===== src/rtl/serial_adder_pkg.sv =====
// Shared definitions for the bit-serial adder.
//   state_t       : FSM state encoding (IDLE=0, ADD=1, FIN=2)
//   DEFAULT_WIDTH : default operand width in bits
package serial_adder_pkg;

  typedef enum logic [1:0] {
    IDLE = 2'd0,
    ADD  = 2'd1,
    FIN  = 2'd2
  } state_t;

  localparam int DEFAULT_WIDTH = 8;

endpackage


===== src/rtl/full_adder.sv =====
// One-bit combinational full adder.
//   A, B : operand bits
//   CI   : carry in
//   S    : sum bit
//   CO   : carry out
module full_adder (
  input  logic A,
  input  logic B,
  input  logic CI,
  output logic S,
  output logic CO
);

  assign S  = A ^ B ^ CI;
  assign CO = (A & B) | (CI & (A ^ B));

endmodule


===== src/rtl/serial_adder.sv =====
// Bit-serial adder: adds two WIDTH-bit unsigned operands plus a carry-in,
// one bit per clock, LSB first, and publishes {COUT,S} when done.
//   CLK   : clock, rising edge
//   RST   : asynchronous active-high reset
//   START : begin an addition (accepted in IDLE or FIN)
//   A, B  : operands, captured on accept
//   CIN   : carry-in, captured on accept
//   S     : registered sum of the last completed addition
//   COUT  : registered carry-out of the last completed addition
//   BUSY  : high while bits are being processed
//   DONE  : one-cycle pulse when S/COUT update
//
// state | meaning
// IDLE  | waiting for START
// ADD   | processing one operand bit per edge
// FIN   | result just published; DONE high, START may re-arm
module serial_adder
  import serial_adder_pkg::*;
#(
  parameter int WIDTH = DEFAULT_WIDTH
) (
  input  logic             CLK,
  input  logic             RST,
  input  logic             START,
  input  logic [WIDTH-1:0] A,
  input  logic [WIDTH-1:0] B,
  input  logic             CIN,
  output logic [WIDTH-1:0] S,
  output logic             COUT,
  output logic             BUSY,
  output logic             DONE
);

  localparam int CW = ($clog2(WIDTH) < 1) ? 1 : $clog2(WIDTH);
  localparam logic [CW-1:0] LAST_BIT = CW'(WIDTH - 1);

  state_t          state;
  state_t          state_nxt;
  logic            accept;
  logic            last_bit;
  logic [WIDTH-1:0] a_sh;
  logic [WIDTH-1:0] b_sh;
  logic            carry;
  logic [CW-1:0]   bit_cnt;
  logic            fa_s;
  logic            fa_co;

  full_adder u_fa (
    .A  (a_sh[0]),
    .B  (b_sh[0]),
    .CI (carry),
    .S  (fa_s),
    .CO (fa_co)
  );

  assign last_bit = (bit_cnt == LAST_BIT);

  always_comb begin
    state_nxt = state;
    accept    = 1'b0;
    case (state)
      IDLE: begin
        if (START) begin
          accept    = 1'b1;
          state_nxt = ADD;
        end
      end
      ADD: begin
        if (last_bit) state_nxt = FIN;
      end
      FIN: begin
        if (START) begin
          accept    = 1'b1;
          state_nxt = ADD;
        end else begin
          state_nxt = IDLE;
        end
      end
      default: state_nxt = IDLE;
    endcase
  end

  // a_sh doubles as the result register: each sum bit enters at the MSB
  // as the consumed operand bit leaves at the LSB, so after WIDTH shifts it
  // holds the sum. S itself is only loaded on the final bit.
  always_ff @(posedge CLK or posedge RST) begin
    if (RST) begin
      state   <= IDLE;
      a_sh    <= '0;
      b_sh    <= '0;
      carry   <= 1'b0;
      bit_cnt <= '0;
      S       <= '0;
      COUT    <= 1'b0;
      BUSY    <= 1'b0;
      DONE    <= 1'b0;
    end else begin
      state <= state_nxt;
      BUSY  <= (state_nxt == ADD);
      DONE  <= (state_nxt == FIN);
      if (accept) begin
        a_sh    <= A;
        b_sh    <= B;
        carry   <= CIN;
        bit_cnt <= '0;
      end else if (state == ADD) begin
        a_sh  <= {fa_s, a_sh[WIDTH-1:1]};
        b_sh  <= b_sh >> 1;
        carry <= fa_co;
        if (!last_bit) begin
          bit_cnt <= bit_cnt + CW'(1);
        end else begin
          S    <= {fa_s, a_sh[WIDTH-1:1]};
          COUT <= fa_co;
        end
      end
    end
  end

endmodule


===== config.mk =====
export PLATFORM = sky130hd
export DESIGN_NAME = serial_adder
export DESIGN_NICKNAME = d
export VERILOG_FILES = /design/src/rtl/serial_adder_pkg.sv /design/src/rtl/full_adder.sv /design/src/rtl/serial_adder.sv
export SDC_FILE = /design/constraint.sdc
export NUM_CORES = 1
export LEC_CHECK = 0
export ABC_AREA = 1
export ABC_CLOCK_PERIOD_IN_PS = 1200
export CAP_MARGIN = 10
export CORE_UTILIZATION = 51
export DETAILED_ROUTE_END_ITERATION = 6
export DONT_BUFFER_PORTS = 1
export HOLD_SLACK_MARGIN = 0.08
export PLACE_DENSITY = 0.69
export SYNTH_ARGS = -nofsm -noshare
export SYNTH_HDL_FRONTEND = slang
export SYNTH_SLANG_ARGS = --single-unit

===== constraint.sdc =====
create_clock -name CLK -period 1.2 [get_ports CLK]
set_input_delay 0.12 -clock CLK [delete_from_list [all_inputs] [get_ports CLK]]
set_output_delay 0.12 -clock CLK [all_outputs]
set_load 0.05 [all_outputs]

Word-level counts from Yosys, hierarchy flattened
Index checks and enable logic that the tools add are counted.
{"block": "classes", "add_sub_neg": 1, "bitwise_logic": 6, "n_reduce_logical": 5, "muxes": 15, "magnitude_cmp": 0, "shift": 0, "n_eq_ne": 6, "div_mod_pow": 0, "multipliers": 0}
{"op": "$mux W8", "n": 4}
{"op": "$mux W3", "n": 3}
{"op": "$pmux W2 S3", "n": 1}
{"op": "$mux W1", "n": 5}
{"op": "$eq A2 B1 Y1 const B", "n": 2}
{"op": "$eq A2 B2 Y1 const B", "n": 2}
{"op": "$mux W2", "n": 2}
{"op": "$add A3 B1 Y3 const B", "n": 1}
{"op": "$eq A3 B3 Y1 const B", "n": 1}
{"op": "$reduce_and A3 Y1", "n": 1}
{"op": "$and A1 B1 Y1", "n": 2}
{"op": "$logic_not A2 Y1", "n": 1}
{"op": "$ne A2 B2 Y1 const B", "n": 1}
{"op": "$reduce_and A2 Y1", "n": 1}
{"op": "$reduce_bool A2 Y1", "n": 1}
{"op": "$reduce_or A2 Y1", "n": 1}
{"op": "$xor A1 B1 Y1", "n": 2}
{"op": "$not A1 Y1", "n": 1}
{"op": "$or A1 B1 Y1", "n": 1}
{"block": "word_totals", "romBits": 0, "output_inout_bits": 11, "ram_bits": 0, "memories": 0, "elab_cells": 42, "in_bits": 20, "ff_bits": 33, "latch_bits": 0}

Depth between registers and ports, before layout
{"block": "logic_depth", "ltp_word": 5, "mapped_depth": 8, "mapped_depth_nobuf": 7}

By module
Synthesis repeated with hierarchy kept, for this count alone.
{"block": "hier_totals", "cells_unflattened": 196, "area_unflattened_um2": 1551.5}
{"module": "serial_adder", "area_each_um2": 1531.5, "instances": 1, "seq_area_each_um2": 825.8, "cells_per_inst": 195}
{"module": "full_adder", "area_each_um2": 20.0, "instances": 1, "seq_area_each_um2": 0.0, "cells_per_inst": 1}

Least setup slack after synthesis
No wires, ideal clock.
{"block": "synth_path", "path_type": "register -> register", "from": "reg bit_cnt[0]", "to": "reg bit_cnt[0]", "setup_slack_ns": -0.014, "stages_incl_launch_ff": 7, "n_path_buf": 0, "arrival_ns": 1.096, "period_less_slack_ns": 1.214, "t_required_ns": 1.082, "path_cell_list": "dfrtp_1 -> ha_1 -> ha_1 -> inv_1 -> nand3_1 -> nand3_1 -> nand2_1"}
{"block": "synth_via", "elab_chain_len": 4, "word_cells_on_any_way": 7, "classes_between": "add/sub (1); eq/ne (2); mux (3); reduce/logical (1)"}
{"item": "from (decl)", "line": "serial_adder.sv:44", "source": "logic [CW-1:0] bit_cnt;"}
{"item": "from (signal assigned)", "line": "serial_adder.sv:111", "source": "bit_cnt <= bit_cnt + CW'(1);"}
{"item": "$add A3 B1 Y3", "line": "serial_adder.sv:111"}
{"item": "$mux W3", "line": "serial_adder.sv:110", "source": "if (!last_bit) begin"}
{"item": "$mux W3", "line": "serial_adder.sv:106", "source": "end else if (state == ADD) begin"}
{"item": "$mux W3", "line": "serial_adder.sv:101", "source": "if (accept) begin"}
Parallel ways exist; a longest one is shown, timed or not. The select of a mux whose other input is x is not followed.
A chain may end at the register's enable or synchronous reset.

Worst setup path after layout
{"block": "layout_path", "from": "reg a_sh[0]", "to": "reg a_sh[7]"}
{"block": "layout_via", "elab_chain_len": 4}
{"item": "from (decl)", "line": "serial_adder.sv:41", "source": "logic [WIDTH-1:0] a_sh;"}
{"item": "from (signal assigned)", "line": "serial_adder.sv:107", "source": "a_sh <= {fa_s, a_sh[WIDTH-1:1]};"}
{"item": "$xor A1 B1 Y1 (2 in a row)", "line": "full_adder.sv:14", "source": "assign S = A ^ B ^ CI;"}
{"item": "net fa_s", "line": "serial_adder.sv:45", "source": "logic fa_s;"}
{"item": "$mux W8", "line": "serial_adder.sv:106"}
{"item": "$mux W8", "line": "serial_adder.sv:101"}
The timed path passes the listed nets, and every way through them passes these cells. The select of a mux whose other input is x is not followed.

==> impl_metrics.csv <==
group,metric,value,unit
run_status,status,"finished, violations left",
run_status,violations,"design-rule violations, negative setup slack",
min_path,hp-class,"input pin to register",
run,cap_violations,0,
clocking,cts_buffers,5,
global_routing,gr-usage-met3,0.0748,
placed_design,place.detailed.instances,239,
power,p_leak,0.00114,µW
die,core,2810,µm²
die,dieArea,3250,µm²
setup_path,worst_setup_path_start_kind,"register",
setup_path,r2r_start,"a_sh[0]",
cells_and_area,post-route-util,0.731,
setup_path,cp_max_fo,2,
synthesis,syn_nets,217,
routing,drt_iter0_drc,47,
power,irDropWorstVdd,1.37,mV
cells_and_area,fillers,208,
global_routing,track_usage,0.231,
clocking,cts-root-buf,"clkbuf_4",
routing,viasPerCell,4.94,
synthesis,synth_seq_cells,33,
synthesis,synth_cell_types,15,
sta,worst_pin_slew,0.443,ns
sta,min_period_over_period,1.05,
synthesis,yosys_warnings,0,
setup_path,r2r-end,"a_sh[7]",
min_path,holdPathEnd,"b_sh[7]",
synthesis,avgSynthCellArea,7.97,µm²
clocking,cts.sinks,33,
sta,finalSetupViolCount,1,
cells_and_area,layout-drive-gt1-share,0.218,
global_routing,grtUsageMet1,0.269,
clocking,cts_tree,"built",
synthesis,yosysSeqAreaShare,0.534,
placed_design,hpwlAfterDp,2080,µm
global_routing,antenna_found_initial,0,
sta,skew,0.0163,ns
die,pin_count,31,
sta,relSlewSlack,0.705,
power,p_total,5530,µW
routing,route.detailed.drc,8,
global_routing,grt_pass1_wl,5470,µm
min_path,min_from,"START",
placed_design,gp_congestion,0.749,
die,fp.dieW,57.0,µm
cells_and_area,instances_no_fill,270,
routing,vias,1334,
placed_design,port_buffers,0,
min_path,hold_depth,5,
routing,firstDrtPassIters,7,
setup_path,r2r_cells,5,
setup_path,end_kind,"register",
die,die_h,57.0,µm
global_routing,grt-ovfl-total,0,
sta,fin_ws,-0.0555,ns
sta,slew_viol_final,0,
synthesis,synth_area,1550,µm²
cells_and_area,area_growth,32.8,%
cells_and_area,antenna_cells,0,
setup_path,cp.required,1.49,ns
cells_and_area,final_nets,261,
clocking,cts_buffer_depth,2,
clocking,clk-insertion-delay-late,0.34,ns
global_routing,met2_usage,0.395,
setup_path,critPathKind,"register to register",
setup_path,regToRegSetupSlack,-0.06,ns
sta,rsz0062_at_grt,"true",
global_routing,top_usage_layer,"met2",
sta,finalHoldViolations,0,
synthesis,synthCells,194,
routing,wl,3340,µm
routing,ant_nets,0,
setup_path,arrival,1.55,ns
power,p_per_area,2700,nW/µm²
sta,fmax,797,MHz
clocking,ctsHtreeMaxLevel,2,
die,start_util,0.551,
global_routing,grt_pass1_vias,1283,
clocking,clk_pin_slew,0.11,ns
global_routing,grt_max_degree,18,
die,num_rows,19,
routing,wl_per_cell,12.4,µm
sta,fin_crit,1.26,ns
## per-stage QoR
stage                TNS, ns  worst slack (ns)  hold slack (ns)  area [µm²]
floorplan                  0           0.00380            0.237        1550
global placement    -0.00290          -0.00290           0.0532        1690
detailed placement    -0.347           -0.0594           0.0620        1690
CTS                  -0.0850           -0.0450            0.131        1990
global route          -0.284           -0.0992            0.132        2050
finish               -0.0555           -0.0555            0.132        2050
## cell usage after synthesis (all sizes together)
cell | n | area [µm²]
inv | 25 | 98.8
nand2 | 103 | 397
dfrtp | 33 | 826
ha | 2 | 25.0
nor2 | 2 | 22.5
buf | 6 | 45.0
fa | 1 | 20.0
nand3 | 21 | 105
nand4 | 1 | 6.26
## layer usage
metal  part of all wire  up-vias
met5                  0        -
met3              0.054        5
li1                   -      672
met4              0.019        0
met2               0.50       36
met1               0.43      621
## worst max path at each step
stage | from | to | cells after the start | slack [ns]
after CTS | carry | a_sh[7] | 5 | -0.05
after global placement | carry | a_sh[7] | 5 | -0.003
after detailed placement | bit_cnt[0] | bit_cnt[2] | 6 | -0.06
after global routing | a_sh[0] | a_sh[7] | 5 | -0.1
final | a_sh[0] | a_sh[7] | 5 | -0.06
after floorplan | bit_cnt[0] | COUT | 6 | 0.004
## report_power, final
part	internal, µW	total, µW	switching (µW)
clock network	221	616	395
logic	1100	2850	1760
registers	1640	2060	422
total	2960	5530	2570
## cell families (layout without fill, tap and decap cells)
kind of cell,count (synthesis),after routing,synth area share
buffers and inverters,31,76,0.0931
and+or+nand+nor,127,127,0.343
adders and majority gates,3,3,0.0291
DFF,33,33,0.534
## sequential cells by signal (all words and copies together) (netlist names)
signal	count
BUSY	1
bit_cnt	3
DONE	1
COUT	1
S	8
b_sh	8
carry	1
state	2
a_sh	8
## what timing repair did
item | CTS | global route
cloned | 1 | 0
pin swaps | 0 | 8
resized for setup | 10 | 12
hold buffers | 19 | 0
endpoints found under the hold margin | 55 | 0
endpoints found under the setup margin | 15 | 23
setup buffers | 2 | 1
## worst max-delay path: stages (launching register included)
cell and delay (ns):
dfrtp_1 0.43, fa_2 0.59, nand3_2 0.06, nand2_1 0.05, inv_1 0.03, nand2_1 0.04
## cell type report
class	instances	area [µm²]	area share
clock inverter	3	17.5	0.00854
inverter	25	106	0.0518
clock buffer	5	37.5	0.0183
tap	31	38.8	0.0189
multi-input combinational	130	641	0.312
timing repair buffer	43	385	0.188
sequential	33	826	0.402
## cell usage in the layout, fill, tap and decap left out, types with 3 or more instances in the layout
cell type,instances
buf_4,20
buf_6,4
clkbuf_4,5
dfrtp_1,33
dlygate4sd3_1,19
inv_1,18
inv_4,5
nand2_1,99
nand3_1,17
nand3_2,3
Note: power is estimated with default switching activity, not from simulation.
==> RTL edit 1, RTL diff (same flow settings) <==
Put one more register stage on the output `S`, with the module's reset. The value now appears one clock later. The other outputs are not delayed to match. Comments in the files are not updated.
--- a/src/rtl/serial_adder.sv
+++ b/src/rtl/serial_adder.sv
@@ -34,4 +34,6 @@
   localparam int CW = ($clog2(WIDTH) < 1) ? 1 : $clog2(WIDTH);
   localparam logic [CW-1:0] LAST_BIT = CW'(WIDTH - 1);
+
+  logic [WIDTH-1:0] S_s0;
 
   state_t          state;
@@ -91,5 +93,5 @@
       carry   <= 1'b0;
       bit_cnt <= '0;
-      S       <= '0;
+      S_s0    <= '0;
       COUT    <= 1'b0;
       BUSY    <= 1'b0;
@@ -111,5 +113,5 @@
           bit_cnt <= bit_cnt + CW'(1);
         end else begin
-          S    <= {fa_s, a_sh[WIDTH-1:1]};
+          S_s0 <= {fa_s, a_sh[WIDTH-1:1]};
           COUT <= fa_co;
         end
@@ -118,4 +120,12 @@
   end
 
+  always_ff @(posedge CLK or posedge RST) begin
+    if (RST) begin
+      S <= '0;
+    end else begin
+      S <= S_s0;
+    end
+  end
+
 endmodule
 
Formal check against the unedited RTL: not equivalent (a bounded check fails within 10 cycles, from zero or initial values and one cycle with RST high).
==> RTL edit 1 against the original RTL <==
The run ends with negative setup slack left; first-iteration DRC count decreased by 8.5%; hold slack lost 9.8 ps; cell area grew 9.7%; worst setup slack better by 28 ps; power rose by 14%; synthesized area increased by 15%; fmax rose by 2.3%; sequential cell count grew 8; routed wire length is 4.4% higher; critical path depth down 2; largest power group is now sequential cells; highest routed layer unchanged.
==> RTL edit 1: results (changes against the original RTL) <==
depth of the most critical reg-to-reg path - 3 (-2)
Final WS setup - -27.67 ps (+27.81 ps)
Clock Latency Late Sink - 350 ps
non-filler cells, final - 285 (+5.6%)
syn nets - 225 (+3.7%)
Yosys reg bits - 41 (+24%)
VDD IR max - 1.148 mV (-16%)
worst-margin pin slew - 450.4 ps (+7.169 ps)
R2R Path Start - carry
syn_area_per_cell - 8.771 um^2 (+10%)
DRT Pass-1 Iters - 4 (-3)
Die Width - 60.94 um (+6.8%)
Final nets - 261 (unchanged)
# setup viols final - 3 (+2)
post-cts repair resize count - 11 (+1)
largest net degree at the start of global routing - 22 (+4)
HP Start - START
# fillers - 299 (+44%)
hold depth - 5 (unchanged)
Vias - 1351 (+1.3%)
routability cong. - 0.8254 (+10%)
synth warn - 0 (unchanged)
Worst-path clk slew - 130 ps (+20 ps)
minimum hold slack - 122.1 ps (-9.809 ps)
H-tree levels - 2 (unchanged)
failing checks - negative setup slack
Worst Clk Skew - 13.90 ps (-2.414 ps)
Crit path largest cell delay - 600 ps
global-route wire length before repair - 5.671 mm (+3.7%)
First DRT Iteration DRCs - 43 (-8.5%)
CTS Buffer Depth - 2 (unchanged)
CTS buffer count - 5 (unchanged)
setup bufs post-CTS - 0 (-2)
Total Wirelength - 3.487 mm (+4.4%)
Cells after DPL - 254 (+6.3%)
synth unique cells - 16 (+1)
vias in the first global route - 1288 (+0.39%)
Area after DPL - 0.001866 mm^2 (+10%)
xor and xnor area share after synthesis - 0% (unchanged)
detailed placement HPWL - 2.352 mm (+13%)
Compound-Gate Fraction of Synth Area - 0.2825% (+0.28 points)
initial antenna violation count - 0 (unchanged)
adder-cell share of the synthesized area - 2.542% (-0.37 points)
layout cell share with drive strength beyond 1 - 19.25% (-2.5 points)
largest cells by area after synthesis - dfrtp_1 58%, nand2_1 20%, nand3_1 6.2%
multiplexer share of the synthesized area - 0% (unchanged)
leak pwr - 1.217 nW (+7.0%)
crit-path leading delay family - adder cells
sequential area share after synthesis - 57.91% (+4.5 points)
Setup WS pre-CTS - -62.35 ps (-2.941 ps)
gr usage total - 21.40% (-1.7 points)
top cells by count, synth - 96 x nand2_1, 41 x dfrtp_1, 22 x nand3_1
status - complete, but fails checks
setup TNS - -51.98 ps (+3.509 ps)
-- RTL edit 1: cell count changes after synthesis --
cell     before  now
dfrtp_1      33   41
nand2_1     101   96
nand2_2       1    3
buf_2         3    2
buf_4         1    0
buf_6         2    3
buf_8         0    1
nand2_4       1    2
nand3_1      21   22
nand4_1       1    0
nor2_1        0    1
o21ai_1       0    1
-- RTL edit 1: power breakdown --
group / switching [mW] / total, mW / internal (mW) / leakage (nW)
Sequential: 0.966 / 3.00 / 2.04 / 0.500
Clock: 0.447 / 1.09 / 0.645 / 0.0552
Combinational: 1.26 / 2.20 / 0.937 / 0.661
-- RTL edit 1: worst register-to-register path: stages (launching register included) --
cell and delay (ps):
dfrtp_1 430, fa_2 600, nand2_1 70, nand3_2 60
-- RTL edit 1: layer usage --
metal  vias to the layer above  wire [um]  global-route usage (%)
li1                        681          -                       -
met1                       637       1493                   25.03
met2                        28       1840                   38.62
met3                         5        112                   5.117
met4                         0         40                   6.818
met5                         -          0                       0
-- RTL edit 1: cell type report --
type	instances	area (um^2)	share of cell area, %
tap	46	57.56	2.557
clock inverter	3	65.06	2.890
sequential	41	1026	45.58
multi-input combinational	130	635.6	28.24
timing repair buffer	35	325.3	14.45
clock buffer	5	37.54	1.668
inverter	25	103.9	4.614
-- RTL edit 1: worst max path at each step --
stage / start / slack (ps) / end / cells after the start
3_5_place_dp: bit_cnt[0] / -60 / bit_cnt[2] / 7
3_3_place_gp: bit_cnt[0] / -6 / S_s0[7] / 6
6_report: carry / -30 / a_sh[7] / 3
5_1_grt: bit_cnt[0] / -60 / bit_cnt[2] / 7
2_1_floorplan: bit_cnt[0] / 30 / bit_cnt[0] / 6
4_1_cts: a_sh[0] / -20 / a_sh[7] / 3
==> RTL edit 2, RTL diff (same settings) <==
Without the edit above. Set the package constant `DEFAULT_WIDTH` to 16 (it was 8).
--- a/src/rtl/serial_adder_pkg.sv
+++ b/src/rtl/serial_adder_pkg.sv
@@ -10,5 +10,5 @@
   } state_t;
 
-  localparam int DEFAULT_WIDTH = 8;
+  localparam int DEFAULT_WIDTH = 16;
 
 endpackage
Interface: changed (resized A, B and S); port bits go from 31 to 55. The function was not compared with the original's and may differ.
==> RTL edit 2 against the original RTL <==
The run ends with negative setup slack left; cell area increased by 67%; routed wire length increased by 67%; worst setup slack improved by 10 ps; power increased by 74%; synthesized area increased by 63%; combinational power increased by 51%; clock power increased to 3.0 times the old value; sequential cell count increased by 25; critical path type unchanged.
==> RTL edit 2: results (changes against the original RTL) <==
hold depth - 3 (-2)
Final nets - 385 (+48%)
R2R Path Start - bit_cnt[0]
Setup WS pre-CTS - -63.57 ps (-4.157 ps)
top flop regs - S x16, a_sh x16, b_sh x16
detailed placement HPWL - 3.541 mm (+70%)
HP Start - START
setup TNS - -267.0 ps (-211.5 ps)
Worst Clk Skew - 8.717 ps (-7.597 ps)
Cells after DPL - 368 (+54%)
syn nets - 318 (+47%)
# setup viols final - 12 (+11)
status - complete, but fails checks
H-tree levels - 3 (+1)
diode count - 0 (unchanged)
Worst path slowest cell - dfrtp_1
DR WL/cell - 13.28 um (+7.3%)
minimum hold slack - 115.0 ps (-16.92 ps)
Area after DPL - 0.002859 mm^2 (+69%)
leak pwr - 1.579 nW (+39%)
failing checks - negative setup slack
Hold WC Path Type - input pin to flip-flop
layout cell share with drive strength beyond 1 - 20.74% (-1.0 points)
top cells by count, synth - 111 x nand2_1, 58 x dfrtp_1, 24 x nand3_1
synth warn - 0 (unchanged)
sequential area share after synthesis - 57.68% (+4.2 points)
Final Cell Area - 0.003436 mm^2 (+67%)
gr usage total - 23.99% (+0.91 points)
CTS Buffer Depth - 2 (unchanged)
syn_area_per_cell - 8.986 um^2 (+13%)
largest cells by area after synthesis - dfrtp_1 58%, nand2_1 17%, nand3_1 4.8%
# fillers - 342 (+64%)
Final WS setup - -45.51 ps (+9.975 ps)
worst-margin pin slew - 445.8 ps (+2.616 ps)
timing endpoint of the critical path - S[8]
global-route wire length before repair - 9.128 mm (+67%)
async set or reset register ratio after synthesis - 100.0% (unchanged)
Worst-path clk slew - 70 ps (-40 ps)
Clock Latency Late Sink - 340 ps (about the same)
Worst EP arrival - 1500 ps (-50 ps)
CTS buffer count - 9 (+4)
Min-Delay Endpoint - state[0]
vias in the first global route - 1902 (+48%)
buffer type at the clock tree root - clkbuf_8
First DRT Iteration DRCs - 132 (+180%)
Crit path largest cell delay - 390 ps (-200 ps)
depth of the most critical reg-to-reg path - 6 (+1)
synth unique cells - 25 (+10)
largest net degree at the start of global routing - 59 (+41)
CP max FO - 12 (+10)
non-filler cells, final - 419 (+55%)
Vias - 2038 (+53%)
routability cong. - 0.7883 (+5.3%)
DRT Pass-1 Iters - 4 (-3)
VDD IR max - 1.388 mV (+1.0%)
crit path kind - flip-flop to flip-flop
[RTL edit 2: cell count changes after synthesis, sizes merged]
cell	unedited run	this run
o211ai	0	11
a21oi	0	10
o21ai	0	10
dfrtp	33	58
nand3	21	25
nand2	103	114
ha	2	1
nand4	1	3
clkbuf	0	1
or2	0	1
buf	6	13
nor2	2	15
inv	25	17
[RTL edit 2: layer usage]
metal	up-vias	part of all wire (%)	global-route usage (%)	routed length (um)
li1	1038	-	-	-
met2	49	48	34.79	2645
met4	0	1.7	10.46	97
met1	937	46	32.49	2579
met3	14	4.3	8.889	240
met5	-	0	0	0
[RTL edit 2: final cells by class]
cell class              count  share of cell area, %
clock inverters             2                  1.020
flip-flops and latches     58                  42.24
well taps                  67                  2.440
clock buffers              14                  4.734
repair buffers             70                  20.07
multi-input cells         191                  27.31
inverters                  17                  2.185
[RTL edit 2: power breakdown]
group / internal, mW / total [mW] / switching, mW
registers: 2.86 / 3.50 / 0.648
clock network: 1.07 / 1.82 / 0.745
logic: 1.65 / 4.29 / 2.64
[RTL edit 2: worst max-delay path: cells and delay by family (launching register included)]
kind / cells / cell delay (ps)
AO/OA/AOI/OAI: 1 / 120
adder cells (fa/ha/maj): 1 / 170
buffers and inverters: 1 / 150
flip-flops: 1 / 390
AND/OR/NAND/NOR: 3 / 340
[RTL edit 2: what timing repair did]
| action | in CTS | in global routing |
|---|---|---|
| pin swaps | 3 | 3 |
| endpoints found under the setup margin | 16 | 49 |
| setup buffers | 0 | 1 |
| hold endpoints to repair | 91 | 0 |
| resized for setup | 5 | 12 |
| hold buffers | 34 | 0 |
[RTL edit 2: cells by family after synthesis]
family	count (synthesis)	share of synthesized area, %
buffers and inverters	31	6.513
and+or+nand+nor	158	26.95
AOI/OAI and AO/OA	31	7.558
adders and majority gates	2	1.293
DFF	58	57.68
